## src/rtl/mem_access_stage_pkg.sv

```systemverilog
// Shared encodings and lane helpers for the memory access stage.
// Lane logic assumes a 32-bit data word with 4 byte lanes.
package mem_access_stage_pkg;

    localparam logic [1:0] MEM_BYTE = 2'd0;
    localparam logic [1:0] MEM_HALF = 2'd1;
    localparam logic [1:0] MEM_WORD = 2'd2;

    typedef enum logic {
        MAS_IDLE   = 1'b0,
        MAS_ACCESS = 1'b1
    } mas_state_t;

    // Length 3 is never legal; halves need an even address, words a 4-byte boundary.
    function automatic logic access_aligned(input logic [1:0] len, input logic [1:0] lane);
        logic ok;
        ok = 1'b0;
        case (len)
            MEM_BYTE: ok = 1'b1;
            MEM_HALF: ok = ~lane[0];
            MEM_WORD: ok = (lane == 2'b00);
            default:  ok = 1'b0;
        endcase
        return ok;
    endfunction

    function automatic logic [3:0] lane_byte_en(input logic [1:0] len, input logic [1:0] lane);
        logic [3:0] be;
        be = 4'b0000;
        case (len)
            MEM_BYTE: be = 4'b0001 << lane;
            MEM_HALF: be = lane[1] ? 4'b1100 : 4'b0011;
            MEM_WORD: be = 4'b1111;
            default:  be = 4'b0000;
        endcase
        return be;
    endfunction

    // Replicate the low byte/half across the word so any enabled lane sees the right bits.
    function automatic logic [31:0] store_replicate(input logic [1:0] len, input logic [31:0] d);
        logic [31:0] w;
        w = d;
        case (len)
            MEM_BYTE: w = {4{d[7:0]}};
            MEM_HALF: w = {2{d[15:0]}};
            default:  w = d;
        endcase
        return w;
    endfunction

endpackage

```

## src/rtl/mem_access_stage_load_align.sv

```systemverilog
// Combinational load extraction: picks the addressed byte/half out of the read
// word and sign- or zero-extends it. Word loads pass through unchanged.
module load_align
    import mem_access_stage_pkg::*;
#(
    parameter int DATA_WIDTH = 32
) (
    input  logic [DATA_WIDTH-1:0] rdata,
    input  logic [1:0]            lane,
    input  logic [1:0]            length,
    input  logic                  is_unsigned,
    output logic [DATA_WIDTH-1:0] data
);

    logic [DATA_WIDTH-1:0] shifted;

    always_comb begin
        shifted = rdata >> {lane, 3'b000};
        data    = shifted;
        case (length)
            MEM_BYTE: data = is_unsigned ? {{(DATA_WIDTH-8){1'b0}}, shifted[7:0]}
                                         : {{(DATA_WIDTH-8){shifted[7]}}, shifted[7:0]};
            MEM_HALF: data = is_unsigned ? {{(DATA_WIDTH-16){1'b0}}, shifted[15:0]}
                                         : {{(DATA_WIDTH-16){shifted[15]}}, shifted[15:0]};
            default:  data = shifted;
        endcase
    end

endmodule

```

## src/rtl/mem_access_stage.sv

```systemverilog
// Memory stage: one outstanding data-memory access, byte-lane steering, load
// extension and a registered writeback packet; stalls upstream while busy.
module mem_access_stage
    import mem_access_stage_pkg::*;
#(
    parameter int DATA_WIDTH    = 32,
    parameter int REGADDR_WIDTH = 5,
    parameter int ADDR_WIDTH    = 32
) (
    input  logic                     clk,
    input  logic                     reset,
    input  logic                     valid_in,
    input  logic                     load_in,
    input  logic                     loadUnsigned_in,
    input  logic                     store_in,
    input  logic [1:0]               memLength_in,
    input  logic [ADDR_WIDTH-1:0]    addr_in,
    input  logic [DATA_WIDTH-1:0]    storeData_in,
    input  logic [REGADDR_WIDTH-1:0] writeSelect_in,
    input  logic                     writeEnable_in,
    output logic                     stall_out,
    output logic                     mem_req,
    output logic                     mem_we,
    output logic [ADDR_WIDTH-1:0]    mem_addr,
    output logic [DATA_WIDTH-1:0]    mem_wdata,
    output logic [3:0]               mem_byteEn,
    input  logic                     mem_ready,
    input  logic [DATA_WIDTH-1:0]    mem_rdata,
    output logic                     wb_valid,
    output logic                     wb_en,
    output logic [REGADDR_WIDTH-1:0] wb_sel,
    output logic [DATA_WIDTH-1:0]    wb_data,
    output logic                     misaligned_out
);

    // Bus handshake: mem_req rises the cycle after capture and stays high, with
    // address/data/enables stable, until the first cycle mem_ready is sampled
    // high; that cycle completes the access and mem_rdata is valid with it.
    // mem_ready outside ACCESS is ignored.

    mas_state_t state, state_d;

    logic [ADDR_WIDTH-1:0]    addr_q,  addr_d;
    logic [1:0]               lane_q,  lane_d;
    logic [1:0]               len_q,   len_d;
    logic                     uns_q,   uns_d;
    logic [REGADDR_WIDTH-1:0] rd_q,    rd_d;
    logic                     rd_we_q, rd_we_d;
    logic                     we_q,    we_d;
    logic [DATA_WIDTH-1:0]    wdata_q, wdata_d;
    logic [3:0]               be_q,    be_d;

    logic                     wb_valid_q, wb_valid_d;
    logic                     wb_en_q,    wb_en_d;
    logic [REGADDR_WIDTH-1:0] wb_sel_q,   wb_sel_d;
    logic [DATA_WIDTH-1:0]    wb_data_q,  wb_data_d;
    logic                     mis_q,      mis_d;

    logic [DATA_WIDTH-1:0]    load_data;
    logic                     is_mem_op;
    logic                     in_access;

    load_align #(.DATA_WIDTH(DATA_WIDTH)) u_load_align (
        .rdata       (mem_rdata),
        .lane        (lane_q),
        .length      (len_q),
        .is_unsigned (uns_q),
        .data        (load_data)
    );

    assign is_mem_op = load_in | store_in;

    always_ff @(posedge clk) begin
        if (reset) begin
            state      <= MAS_IDLE;
            addr_q     <= '0;
            lane_q     <= '0;
            len_q      <= '0;
            uns_q      <= 1'b0;
            rd_q       <= '0;
            rd_we_q    <= 1'b0;
            we_q       <= 1'b0;
            wdata_q    <= '0;
            be_q       <= '0;
            wb_valid_q <= 1'b0;
            wb_en_q    <= 1'b0;
            wb_sel_q   <= '0;
            wb_data_q  <= '0;
            mis_q      <= 1'b0;
        end else begin
            state      <= state_d;
            addr_q     <= addr_d;
            lane_q     <= lane_d;
            len_q      <= len_d;
            uns_q      <= uns_d;
            rd_q       <= rd_d;
            rd_we_q    <= rd_we_d;
            we_q       <= we_d;
            wdata_q    <= wdata_d;
            be_q       <= be_d;
            wb_valid_q <= wb_valid_d;
            wb_en_q    <= wb_en_d;
            wb_sel_q   <= wb_sel_d;
            wb_data_q  <= wb_data_d;
            mis_q      <= mis_d;
        end
    end

    always_comb begin
        state_d    = state;
        addr_d     = addr_q;
        lane_d     = lane_q;
        len_d      = len_q;
        uns_d      = uns_q;
        rd_d       = rd_q;
        rd_we_d    = rd_we_q;
        we_d       = we_q;
        wdata_d    = wdata_q;
        be_d       = be_q;
        wb_valid_d = 1'b0;
        wb_en_d    = 1'b0;
        wb_sel_d   = wb_sel_q;
        wb_data_d  = wb_data_q;
        mis_d      = 1'b0;

        case (state)
            MAS_IDLE: begin
                if (valid_in) begin
                    wb_sel_d = writeSelect_in;
                    if (load_in && store_in) begin
                        // Contradictory frame: retire it without touching the bus or the register file.
                        wb_valid_d = 1'b1;
                        wb_data_d  = '0;
                    end else if (is_mem_op) begin
                        if (access_aligned(memLength_in, addr_in[1:0])) begin
                            state_d = MAS_ACCESS;
                            addr_d  = {addr_in[ADDR_WIDTH-1:2], 2'b00};
                            lane_d  = addr_in[1:0];
                            len_d   = memLength_in;
                            uns_d   = loadUnsigned_in;
                            rd_d    = writeSelect_in;
                            rd_we_d = writeEnable_in;
                            we_d    = store_in;
                            wdata_d = store_replicate(memLength_in, storeData_in);
                            be_d    = lane_byte_en(memLength_in, addr_in[1:0]);
                        end else begin
                            mis_d      = 1'b1;
                            wb_valid_d = 1'b1;
                            wb_data_d  = '0;
                        end
                    end else begin
                        wb_valid_d = 1'b1;
                        wb_en_d    = writeEnable_in & (writeSelect_in != '0);
                        wb_data_d  = DATA_WIDTH'(addr_in);
                    end
                end
            end
            MAS_ACCESS: begin
                if (mem_ready) begin
                    state_d    = MAS_IDLE;
                    wb_valid_d = 1'b1;
                    wb_sel_d   = rd_q;
                    wb_en_d    = ~we_q & rd_we_q & (rd_q != '0);
                    wb_data_d  = we_q ? '0 : load_data;
                end
            end
            default: state_d = MAS_IDLE;
        endcase
    end

    // Bus and stall outputs come straight off the state and capture registers.
    assign in_access      = (state == MAS_ACCESS);
    assign stall_out      = in_access;
    assign mem_req        = in_access;
    assign mem_we         = in_access & we_q;
    assign mem_addr       = in_access ? addr_q  : '0;
    assign mem_wdata      = in_access ? wdata_q : '0;
    assign mem_byteEn     = in_access ? be_q    : '0;

    assign wb_valid       = wb_valid_q;
    assign wb_en          = wb_en_q;
    assign wb_sel         = wb_sel_q;
    assign wb_data        = wb_data_q;
    assign misaligned_out = mis_q;

endmodule
```

## config.mk

```make
export PLATFORM = sky130hd
export DESIGN_NAME = mem_access_stage
export DESIGN_NICKNAME = d
export VERILOG_FILES = /design/src/rtl/mem_access_stage_pkg.sv /design/src/rtl/mem_access_stage_load_align.sv /design/src/rtl/mem_access_stage.sv
export SDC_FILE = /design/constraint.sdc
export NUM_CORES = 1
export LEC_CHECK = 0
export ABC_CLOCK_PERIOD_IN_PS = 2300
export BUFFER_PORTS_ARGS = -buffer_cell sky130_fd_sc_hd__buf_4
export CAP_MARGIN = 20
export CORE_MARGIN = 2
export CORE_UTILIZATION = 47
export DETAILED_ROUTE_END_ITERATION = 7
export GPL_TIMING_DRIVEN = 0
export PLACE_DENSITY = 0.74
export SLEW_MARGIN = 25
export SYNTH_ARGS = -nofsm -noshare
export SYNTH_HDL_FRONTEND = slang
export SYNTH_SLANG_ARGS = --single-unit
```

## constraint.sdc

```tcl
create_clock -name clk -period 2.3 [get_ports clk]
set_clock_uncertainty 0.05 [all_clocks]
set_input_delay 0.46 -clock clk [delete_from_list [all_inputs] [get_ports clk]]
set_output_delay 0.46 -clock clk [all_outputs]
set_load 0.05 [all_outputs]
```

== Word level (Yosys, flattened, before mapping) ==
Index checks and enable logic that the tools add are counted.
Cells by class
  $lt $le $gt $ge: 0
  multiply operators: 0
  multiplexer cells: 41
  bitwise gates (word level): 11
  add/sub/neg operators: 0
  div/mod/pow operators: 0
  reductions and logical operators: 10
  shifts and indexed selects: 2
  equality and inequality tests: 6
Operator list (number)
  32-bit two-way mux: 10
  32-bit case mux with 2 select lines: 3
  32-bit by 5-bit right shift with 32-bit output: 1
  1-bit two-way mux: 18
  4-bit case mux with 3 select lines: 1
  5-bit two-way mux: 2
  5-bit case mux with 2 select lines: 1
  5-bit nonzero test: 2
  4-bit two-way mux: 2
  2-bit logical NOT: 3
  1-bit NOT: 6
  1-bit case mux with 2 select lines: 3
  5-bit AND reduction: 1
  5-bit OR reduction: 1
  1-bit AND: 4
  2-bit by 1-bit == test with 1-bit output, second input constant: 2
  2-bit inequality test, second input constant: 2
  4-bit inequality test, second input constant: 1
  1-bit by 2-bit left shift with 4-bit output, first input constant: 1
  1-bit case mux with 3 select lines: 1
  3-bit AND reduction: 1
  2-bit == test, second input constant: 1
  2-bit AND reduction: 1
  1-bit logical AND: 1
  1-bit OR: 1
Storage, ports and cells
  bits in read-only memories: 0
  input port bits: 111
  memory bits (writable): 0
  bits in latches: 0
  word-level logic and storage cells: 85
  flip-flop bits (word level): 119
  memories kept: 0
  output and inout port bits: 111

== Depth between registers and ports, before layout ==
Gate-level depths: netlist (run 1).
  word-level depth: 11
  mapped depth: 9
  mapped depth without buffers: 7

== Cells and area by module ==
A second synthesis (run 1) with hierarchy kept.
Second synthesis, totals
  cell total of the unflattened synthesis: 780
  area, all modules: 6451.2 um2
Modules (own cells, without submodules)
  mem_access_stage: cells each 677, times used 1, area an instance 5683.0 um2, seq. area each 2382.3 um2
  load_align: cells each 103, times used 1, area an instance 768.2 um2, seq. area each 0.0 um2

== Worst setup path before layout (run 1) ==
OpenSTA, ideal clock, no wires.
  path kind: register to output
  start point: reg state (netlist: mem_req)
  end point: out mem_addr[2]
  arrival time: 1.751 ns
  data required time: 1.790 ns
  path buffers: 2
  slack: 0.039 ns
  cell stages (with the launch flop): 4
  cell sequence: dfxtp_1 > clkbuf_1 > buf_2 > and2_1
Between the ends
  cells in the longest elaborated chain, start to end: 1
Ends and longest elaborated chain
  start: declaration: line mem_access_stage.sv:41  | mas_state_t state, state_d;
  start signal: assignment: line mem_access_stage.sv:91  | state <= state_d;
  32-bit two-way mux: line mem_access_stage.sv:176  | assign mem_addr = in_access ? addr_q : '0;
  end: declaration: line mem_access_stage.sv:24  | output logic [ADDR_WIDTH-1:0] mem_addr,
Every way passes these cells.

== Worst setup path in the final report (run 1) ==
  start point: reg state (netlist: mem_req)
  end point: out mem_wdata[9]
Between the ends
  cells in the longest elaborated chain, start to end: 1
Ends and longest elaborated chain
  32-bit two-way mux: line mem_access_stage.sv:177  | assign mem_wdata = in_access ? wdata_q : '0;
  end: declaration: line mem_access_stage.sv:25  | output logic [DATA_WIDTH-1:0] mem_wdata,
Every way passes these cells.

==> metrics.md, run 1 <==
| Metric | Value |
|---|---|
| Outcome | `finished clean` |
| HPWL Detailed | `15600 um` |
| CP Cell Sequence | `clkbuf_8 -> clkbuf_2 -> and2_1 -> buf_4` |
| Synth Flop Type | `dfxtp_1` |
| Ys async rst share | `0%` |
| Drt total wl | `21000 um` |
| CTS tree | `yes` |
| # rows | `42` |
| Initial antenna violation count | `0` |
| Area occupied by multi-input gates | `0.00349 mm2` |
| Vias per cell | `5.41` |
| Cells after Synth | `774` |
| Final setup fails | `0` |
| Sw Pwr | `1.73 mW` |
| IO Pins | `222` |
| CP Launch Type | `flip-flop` |
| Final Hold Viols | `0` |
| Crit path DAT | `1.72 ns` |
| Initial DRC Count | `475` |
| PwrDens | `682 mW/mm2` |
| Antenna viol nets, final | `0` |
| P&R area growth vs syn | `38.4%` |
| Largest area contributor in the netlist | `dfxtp_1` |
| Cell family with the largest share of critical-path delay | `buffers and inverters` |
| Gp weighted congestion | `0.898` |
| Comb pwr share | `20.8%` |
| Peak supply drop | `0.000491 V` |
| H-tree lvl count | `4` |
| Worst-case reg-to-reg path depth | `6` |
| Cell internal pwr | `4.18 mW` |
| RSZ-0062 raised after global routing | `no` |
| Total grt overflow | `0` |
| Clock power share | `41.2%` |
| CP Data Required Time | `1.79 ns` |
| Vias | `6470` |
| Fraction of layout cells with a size suffix above 1 | `30.9%` |
| Final Total Pwr | `5.91 mW` |
| DRC errors left | `0` |
| Area share of the largest cell type after synthesis | `38.0%` |
| CP bufs+invs | `3` |
| Syn. warnings | `0` |
| PortBufs | `216` |
| Post-synthesis register bit count | `119` |
| Sinks on Clock Net | `119` |
| Crit share post-route | `97.0%` |
| Die height | `119 um` |
| N_diodes | `0` |
| Sw Share | `29.3%` |
| Core area | `0.0131 mm2` |
| CP endpoint kind | `output pin` |
| Synth top area cells | `dfxtp_1 38%, nand2_1 10%, mux2i_1 8.6%` |
| Core Util, Final | `66.0%` |
| Max transition margin | `52.6%` |
| Post-synthesis cell area | `0.00626 mm2` |
| Minimum clock period | `2.23 ns` |
| Pre-antenna DRT Iters | `5` |
| Lkg Pwr | `3.76 nW` |
| Max_cap viols | `0` |
| Clk buf depth | `2` |
| Worst-margin pin slew | `0.711 ns` |
| Seq/Total Area, Yosys | `38.0%` |
| Slew Limit Fails | `0` |
| Setup CP Type | `flip-flop to output pin` |
| Post-CTS Setup Bufs | `0` |
| Reg area | `0.00238 mm2` |
| CP max stage cell | `dfxtp_2` |
| Most common cell in the synthesized netlist | `nand2_1` |
| WP depth | `4` |
| Vias in the first global route | `6076` |
| Fmax achieved | `0.448 GHz` |
| Die ar. | `0.0143 mm2` |
| Hold path cells | `3` |
| Fillers | `1203` |
| Critical Path Max Stage Delay | `0.42 ns` |
| Post-synth EDFFs | `0` |
| Worst-path clk slew | `0.06 ns` |
| First-pass GRT wire length | `32300 um` |
| Detailed-route wire length per cell | `17.5 um` |
| GRT Total Usage | `29.1%` |
| Die width | `119 um` |
| Largest net degree at the start of global routing | `17` |
| Syn Area/Cell | `8.09 um2` |
| Initial core utilization | `47.7%` |
| Nets@finish | `1123` |
| CTS root buffer | `clkbuf_16` |
| Commonest cells in the netlist | `171 x nand2_1, 119 x dfxtp_1, 80 x a21oi_1` |
| Hold WC Path Type | `primary input to flip-flop` |
| Synth unique cells | `47` |
| CP max FO | `10` |
| Seq pwr share | `37.9%` |
| Clock Latency Late Sink | `0.43 ns` |
| CTS Buf Count | `17` |
## placed cells by master (no fill, tap or decap), types with 9 or more instances in the layout
master	netlist	final
a211oi_1	24	24
a211oi_2	13	13
a21oi_1	80	80
a221oi_1	9	9
and2_1	68	68
buf_2	15	14
buf_4	12	228
clkbuf_1	35	32
clkbuf_16	0	17
dfxtp_1	119	118
mux2i_1	54	54
nand2_1	171	171
nor2_1	48	48
nor3_1	18	18
o21ai_0	23	23
## worst min-delay path: cells and delay by family
family,cells,cell delay [ns]
buffers and inverters,1,0.11
AOI/OAI and AO/OA,1,0.05
and+or+nand+nor,1,0.05
## cells by family after synthesis
kind of cell               share of synthesized area, %
muxes                                              9.23
DFF                                                38.0
adders and majority gates                         0.399
and+or+nand+nor                                    23.7
xor gates and xnor gates                          0.140
buffers and inverters                              6.25
AOI/OAI and AO/OA                                  22.2
other                                            0.0599
## sequential cells by signal, summed over array words and instances (netlist names)
register	cells
wb_valid	1
lane_q	2
mem_req	1
addr_q	30
len_q	2
misaligned_out	1
wb_data	32
be_q	4
wb_en	1
rd_we_q	1
rd_q	5
we_q	1
wdata_q	32
uns_q	1
wb_sel	5
## power by group through the flow
| stage | clock network [mW] | registers [mW] | logic [mW] |
|---|---|---|---|
| 2_1_floorplan | 0 | 2.44 | 0.600 |
| 3_3_place_gp | 0 | 2.28 | 1.20 |
| 3_5_place_dp | 0 | 2.28 | 1.21 |
| 4_1_cts | 2.44 | 2.24 | 1.22 |
| 5_1_grt | 2.54 | 2.25 | 1.32 |
| 6_report | 2.44 | 2.24 | 1.23 |
## through the flow
step | std cells | setup WS (ns) | hold slack (ns) | setup TNS [ns] | cell area [um2]
3_3_place_gp | 1167 | -0.195 | 0.387 | -9.48 | 8110
6_report | 1197 | 0.0689 | 0.243 | 0 | 8670
4_1_cts | 1197 | 0.0412 | 0.242 | 0 | 8670
2_1_floorplan | 775 | 0.0392 | 0.377 | 0 | 6270
3_5_place_dp | 1167 | -0.176 | 0.392 | -8.49 | 8110
5_1_grt | 1197 | 0.0148 | 0.246 | 0 | 8670
## repair_timing
action | 4_1_cts | 5_1_grt
endpoints found under the setup margin | 67 | 2
hold buffers | 0 | 0
gates resized for setup | 10 | 1
## final timing paths
check / start / endpoint / slack, ns
min: addr_in[27] / addr_q[27] / 0.24
max reg2reg: mem_req / wdata_q[4] / 0.25
min reg2reg: addr_q[4] / addr_q[4] / 0.40
max: mem_req / mem_wdata[9] / 0.07
## routing by layer
layer	global-route usage, %	up-vias	part of all wire (%)
li1	-	3133	-
met1	37.9	3028	43
met2	45.6	260	47
met3	7.71	49	7.7
met4	12.2	0	2.8
met5	0	-	0
## layout make-up
type	count	area share, %
plain buffers	69	4.49
clock buffers	27	6.03
clock inverters	3	0.173
inverters	6	0.260
multi-input cells	581	40.3
flip-flops and latches	119	27.5
well taps	176	2.54
repair buffers	216	18.7
Power figures use the tool's default switching activity.
==> run 2: changes to the inputs <==
CAP_MARGIN = unset   (was 20)
CTS_BUF_LIST = sky130_fd_sc_hd__clkbuf_2 sky130_fd_sc_hd__clkbuf_4 sky130_fd_sc_hd__clkbuf_8   (was unset)
SLEW_MARGIN = 20   (was 25)
==> run 2 against run 1 <==
Against the previous run:
- sequential cell count unchanged
- clock power decreased by 28%
- register-to-register slack barely moved
- fmax rose by 0.65%
- via count shrank 0.82%
- final cell count is the same
- global-route usage decreased by 0.38 points
- combinational power about the same
- final area down 2.0%
- die area did not move
- critical path type unchanged
- setup slack improved by 0.014 ns
- sequential power is essentially flat
==> metrics.md, run 2 (synthesis gave the netlist of run 1 again) <==
| Metric | Value |
|---|---|
| Outcome | `finished clean` |
| Hold WC Path Type | `primary input to flip-flop` |
| RSZ-0062 raised after global routing | `no` |
| First-pass GRT wire length | `32000 um (-0.94%)` |
| CTS Buf Count | `17 (unchanged)` |
| Clock Latency Late Sink | `0.45 ns (+0.02 ns)` |
| CP max FO | `10 (unchanged)` |
| Crit path DAT | `1.71 ns (about the same)` |
| Die ar. | `0.0143 mm2 (unchanged)` |
| Commonest non-fill, non-tap cell in the layout | `buf_4` |
| N_diodes | `0 (unchanged)` |
| Core area | `0.0131 mm2 (unchanged)` |
| DP Cell Count | `1167 (unchanged)` |
| Slew Limit Fails | `0 (unchanged)` |
| PwrDens | `615 mW/mm2 (-9.7%)` |
| Nets@finish | `1123 (unchanged)` |
| Lkg Pwr | `3.69 nW (-1.9%)` |
| CP Cell Sequence | `buf_8 -> clkbuf_2 -> and2_1 -> buf_4` |
| Resized cells post-CTS | `10 (unchanged)` |
| HPWL Detailed | `15600 um (unchanged)` |
| Clk buf depth | `2 (unchanged)` |
| Vias | `6417 (-0.82%)` |
| Crit share post-route | `96.4% (-0.63 points)` |
| Final Hold Viols | `0 (unchanged)` |
| Post-CTS Setup Bufs | `0 (unchanged)` |
| Drt total wl | `20800 um (-0.59%)` |
| Largest net degree at the start of global routing | `17 (unchanged)` |
| Cell family with the largest share of critical-path delay | `buffers and inverters` |
| DRC errors left | `0 (unchanged)` |
| IO Pins | `222 (unchanged)` |
| GRT Total Usage | `28.8% (-0.38 points)` |
| P&R area growth vs syn | `35.6%` |
| # rows | `42 (unchanged)` |
| Fmax achieved | `0.451 GHz (+0.65%)` |
| CP endpoint kind | `output pin` |
| Pre-antenna DRT Iters | `5 (unchanged)` |
| Vias in the first global route | `6048 (-0.46%)` |
| CP max stage cell | `dfxtp_2` |
| Total grt overflow | `0 (unchanged)` |
| Gp weighted congestion | `0.898 (unchanged)` |
| Antenna viol nets, final | `0 (unchanged)` |
| CTS tree | `yes` |
| Fin cells | `1197 (unchanged)` |
| Minimum clock period | `2.22 ns (-0.0144 ns)` |
| Critical Path Max Stage Delay | `0.43 ns (about the same)` |
| Setup CP Type | `flip-flop to output pin` |
| H-tree lvl count | `4 (unchanged)` |
| Most frequent cells in the layout | `228 x buf_4, 171 x nand2_1, 118 x dfxtp_1, 80 x a21oi_1, 68 x and2_1` |
| Hold buffers post-CTS | `0 (unchanged)` |
| Max_cap viols | `0 (unchanged)` |
| Worst-margin pin slew | `0.728 ns (+0.0163 ns)` |
| Detailed-route wire length per cell | `17.4 um (-0.59%)` |
| CTS root buffer | `clkbuf_8` |
| Sinks on Clock Net | `119 (unchanged)` |
| Initial antenna violation count | `0 (unchanged)` |
| Final setup fails | `0 (unchanged)` |
| Peak supply drop | `0.000296 V (-40%)` |
| Initial core utilization | `47.7% (unchanged)` |
| Final Total Pwr | `5.23 mW (-12%)` |
| CP Data Required Time | `1.79 ns (about the same)` |
| Worst-path clk slew | `0.07 ns (about the same)` |
| Hold Slack | `0.216 ns (-0.0277 ns)` |
| Fraction of layout cells with a size suffix above 1 | `31.2% (+0.39 points)` |
| Die width | `119 um (unchanged)` |
| Vias per cell | `5.36 (-0.82%)` |
| PortBufs | `216 (unchanged)` |
| Initial DRC Count | `472 (-0.63%)` |
| Die height | `119 um (unchanged)` |
| Max transition margin | `51.5% (-1.1 points)` |
| CP Launch Type | `flip-flop` |
| CP bufs+invs | `3 (unchanged)` |
run 2: per-layer routing:
layer	vias up	global-route usage [%]	wire length, um
met3	47	7.14	1450
met1	2988	37.7	9130
met4	0	11.3	598
met2	254	45.5	9670
li1	3128	-	-
met5	-	0	0
run 2: metrics by stage:
step | cell area [um2] | worst slack [ns] | setup TNS (ns) | utilization [%]
after floorplan | 6270 | 0.0392 | 0 | -
after global placement | 8110 | -0.195 | -9.48 | 61.7
after detailed placement | 8110 | -0.176 | -8.49 | 61.7
after CTS | 8490 | 0.0115 | 0 | 64.6
after global routing | 8490 | 0.0217 | 0 | 64.7
final | 8490 | 0.0833 | 0 | 64.7
run 2: final timing paths:
path / start / to / slack (ns) / depth (start not counted)
setup / recovery: mem_req / mem_wdata[9] / 0.08 / 4
hold reg to reg: addr_q[4] / addr_q[4] / 0.40 / 2
hold / removal: addr_in[27] / addr_q[27] / 0.22 / 3
setup reg to reg: mem_req / wdata_q[4] / 0.25 / 6
run 2: report_power, final:
part           switching, mW  internal (mW)
Clock                  0.811          0.949
Sequential            0.0619           2.18
Combinational          0.760          0.468
Total                   1.63           3.59
run 2: final cells by class:
class	count	area, um2
Buffer	69	390
Clock buffer	27	347
Clock inverter	3	15.0
Fill cell	1233	4640
Inverter	6	22.5
Multi-Input combinational cell	581	3490
Sequential cell	119	2380
Tap cell	176	220
Timing Repair Buffer	216	1620
run 2: worst min-delay path, delay by kind of cell:
family	cells	cell delay, ns
compound gates	1	0.05
buf+inv	1	0.11
simple gates	1	0.05
==> run 3: changes to the inputs <==
PLACE_DENSITY = 0.86   (was 0.74)
==> run 3 against run 2 <==
Against the previous run:
- count of clock-buffer cells in the layout fell by 4
- routed wire length increased by 0.42%
- final cell count about the same
- first-iteration DRC count rose by 14%
- critical path depth unchanged
- via count up 1.7%
- largest cell class unchanged
- largest power group unchanged
==> metrics.md, run 3 (synthesis gave the netlist of run 1 again) <==
| Metric | Value |
|---|---|
| Cell internal pwr | `3.73 mW (+3.9%)` |
| CTS root buffer | `clkbuf_8` |
| Minimum clock period | `2.20 ns (-0.0134 ns)` |
| Fraction of layout cells with a size suffix above 1 | `31.3% (+0.067 points)` |
| H-tree lvl count | `4 (unchanged)` |
| Initial core utilization | `47.7% (unchanged)` |
| HPWL Detailed | `15800 um (+1.3%)` |
| Crit path DAT | `1.69 ns (-0.02 ns)` |
| Setup CP Type | `flip-flop to output pin` |
| CP max stage cell | `dfxtp_4` |
| Reg area | `0.00239 mm2 (+0.10%)` |
| Hold WC Path Type | `primary input to flip-flop` |
| Sinks on Clock Net | `119 (unchanged)` |
| PwrDens | `634 mW/mm2 (+3.0%)` |
| CP endpoint kind | `output pin` |
| Fillers | `1147 (-7.0%)` |
| Worst-margin pin slew | `0.713 ns (-0.0146 ns)` |
| Detailed-route wire length per cell | `17.5 um (+0.34%)` |
| Most frequent cells in the layout | `228 x buf_4, 171 x nand2_1, 118 x dfxtp_1, 80 x a21oi_1, 68 x and2_1` |
| PortBufs | `216 (unchanged)` |
| CP bufs+invs | `3 (unchanged)` |
| CTS Buf Count | `17 (unchanged)` |
| CP Cell Sequence | `clkbuf_8 -> clkbuf_4 -> and2_1 -> buf_4` |
| P&R area growth vs syn | `36.2%` |
| Outcome | `finished clean` |
| WP depth | `4 (unchanged)` |
| Fmax achieved | `0.454 GHz (+0.61%)` |
| Worst flop-to-flop path endpoint | `rd_q[3]` |
| Max_cap viols | `0 (unchanged)` |
| Antenna viol nets, final | `0 (unchanged)` |
| Slew Limit Fails | `0 (unchanged)` |
| GRT Total Usage | `29.2% (+0.41 points)` |
| Die width | `119 um (unchanged)` |
| Total grt overflow | `0 (unchanged)` |
| Seq pwr share | `41.4% (-1.4 points)` |
| Clock power share | `35.9% (+2.2 points)` |
| DRC errors left | `0 (unchanged)` |
| Initial antenna violation count | `0 (unchanged)` |
| Clk buf depth | `2 (unchanged)` |
| Cell family with the largest share of critical-path delay | `buffers and inverters` |
| Final WS setup | `0.0967 ns (+0.0134 ns)` |
| Core area | `0.0131 mm2 (unchanged)` |
| Drt total wl | `20900 um (+0.42%)` |
| Initial DRC Count | `539 (+14%)` |
| Vias per cell | `5.45 (+1.6%)` |
| Area occupied by multi-input gates | `0.00349 mm2 (unchanged)` |
| Post-CTS Setup Bufs | `0 (unchanged)` |
| Worst reg2reg setup slack | `0.32 ns (+0.07 ns)` |
| Critical Path Max Stage Delay | `0.41 ns (-0.02 ns)` |
| Worst-case reg-to-reg path depth | `6 (unchanged)` |
| Crit share post-route | `95.8% (-0.58 points)` |
| CP max FO | `10 (unchanged)` |
| Post-place setup slack | `-0.200 ns (-0.0240 ns)` |
| # rows | `42 (unchanged)` |
| CP Launch Point | `mem_req` |
| Fin cells | `1198 (+0.084%)` |
| Gp weighted congestion | `0.918 (+2.2%)` |
| N_diodes | `0 (unchanged)` |
| Hold Slack | `0.216 ns (-0.000201 ns)` |
| Commonest non-fill, non-tap cell in the layout | `buf_4` |
| Sw Pwr | `1.67 mW (+2.5%)` |
| Lkg Pwr | `3.70 nW (+0.33%)` |
| CP Data Required Time | `1.79 ns (about the same)` |
| Max transition margin | `52.5% (+0.98 points)` |
| Largest net degree at the start of global routing | `17 (unchanged)` |
| Peak supply drop | `0.000341 V (+15%)` |
| Vias | `6524 (+1.7%)` |
| Final Hold Viols | `0 (unchanged)` |
| Die ar. | `0.0143 mm2 (unchanged)` |
| Final setup fails | `0 (unchanged)` |
| Worst setup path endpoint | `mem_wdata[31]` |
| Worst-path clk slew | `0.07 ns (about the same)` |
| Clock Latency Late Sink | `0.45 ns (about the same)` |
| Hold buffers post-CTS | `0 (unchanged)` |
| Vias in the first global route | `6132 (+1.4%)` |
| RSZ-0062 raised after global routing | `no` |
| Nets@finish | `1123 (unchanged)` |
| First-pass GRT wire length | `32300 um (+0.95%)` |
| Die height | `119 um (unchanged)` |
| Sw Share | `31.0% (-0.28 points)` |
| Pre-antenna DRT Iters | `5 (unchanged)` |
| Comb pwr share | `22.8% (-0.7 points)` |
| CP Launch Type | `flip-flop` |
| DP Cell Count | `1167 (unchanged)` |
| Reg2reg start | `mem_req` |
| CTS tree | `yes` |
| IO Pins | `222 (unchanged)` |
==> run 3: per-layer routing <==
metal  share of wire [%]  wire (um)  GRT usage, %
met5                   0          0             0
met4                 3.8        796          13.8
met3                 7.5       1580          6.13
met2                  46       9650          45.8
met1                  43       8910          38.3
==> run 3: worst min-delay path by stage <==
stage | cells after the start | to | slack, ns | from
2_1_floorplan | 2 | be_q[2] | 0.38 | be_q[2]
3_3_place_gp | 2 | be_q[2] | 0.39 | be_q[2]
3_5_place_dp | 2 | addr_q[3] | 0.39 | addr_q[3]
4_1_cts | 3 | addr_q[18] | 0.19 | addr_in[18]
5_1_grt | 3 | addr_q[17] | 0.20 | addr_in[17]
6_report | 3 | addr_q[18] | 0.22 | addr_in[18]
==> run 3: layout make-up <==
class	count	area share, %
repair buffers	216	19.0
plain buffers	69	4.56
clock inverters	8	1.13
clock buffers	23	3.56
inverters	6	0.264
well taps	176	2.58
multi-input cells	581	40.9
flip-flops and latches	119	28.0
==> run 3: power groups by stage <==
stage | Clock [mW] | Combinational, mW | Sequential [mW]
2_1_floorplan | 0 | 0.600 | 2.44
3_3_place_gp | 0 | 1.19 | 2.28
3_5_place_dp | 0 | 1.21 | 2.28
4_1_cts | 1.95 | 1.22 | 2.24
5_1_grt | 2.05 | 1.31 | 2.25
6_report | 1.94 | 1.23 | 2.24
==> run 3: timing repair <==
| action | in CTS | in global routing |
|---|---|---|
| resized for setup | 10 | 3 |
| endpoints found under the hold margin | 0 | 0 |
| setup endpoints to repair | 67 | 23 |
==> run 3: worst register-to-register path: cells and delay by family, from the launching register on <==
| family | cells | cell delay (ns) |
|---|---|---|
| buf+inv | 1 | 0.40 |
| simple gates | 4 | 0.92 |
| compound gates | 1 | 0.08 |
| flops | 1 | 0.38 |
==> run 3: through the flow <==
step / utilization [%] / setup TNS, ns / power (mW) / instance area [um2]
after floorplan: - / 0 / 3.04 / 6270
after global placement: 61.7 / -5.72 / 3.47 / 8110
after detailed placement: 61.7 / -8.09 / 3.49 / 8110
after CTS: 64.9 / 0 / 5.41 / 8530
after global routing: 65.0 / 0 / 5.61 / 8530
final: 65.0 / 0 / 5.41 / 8530
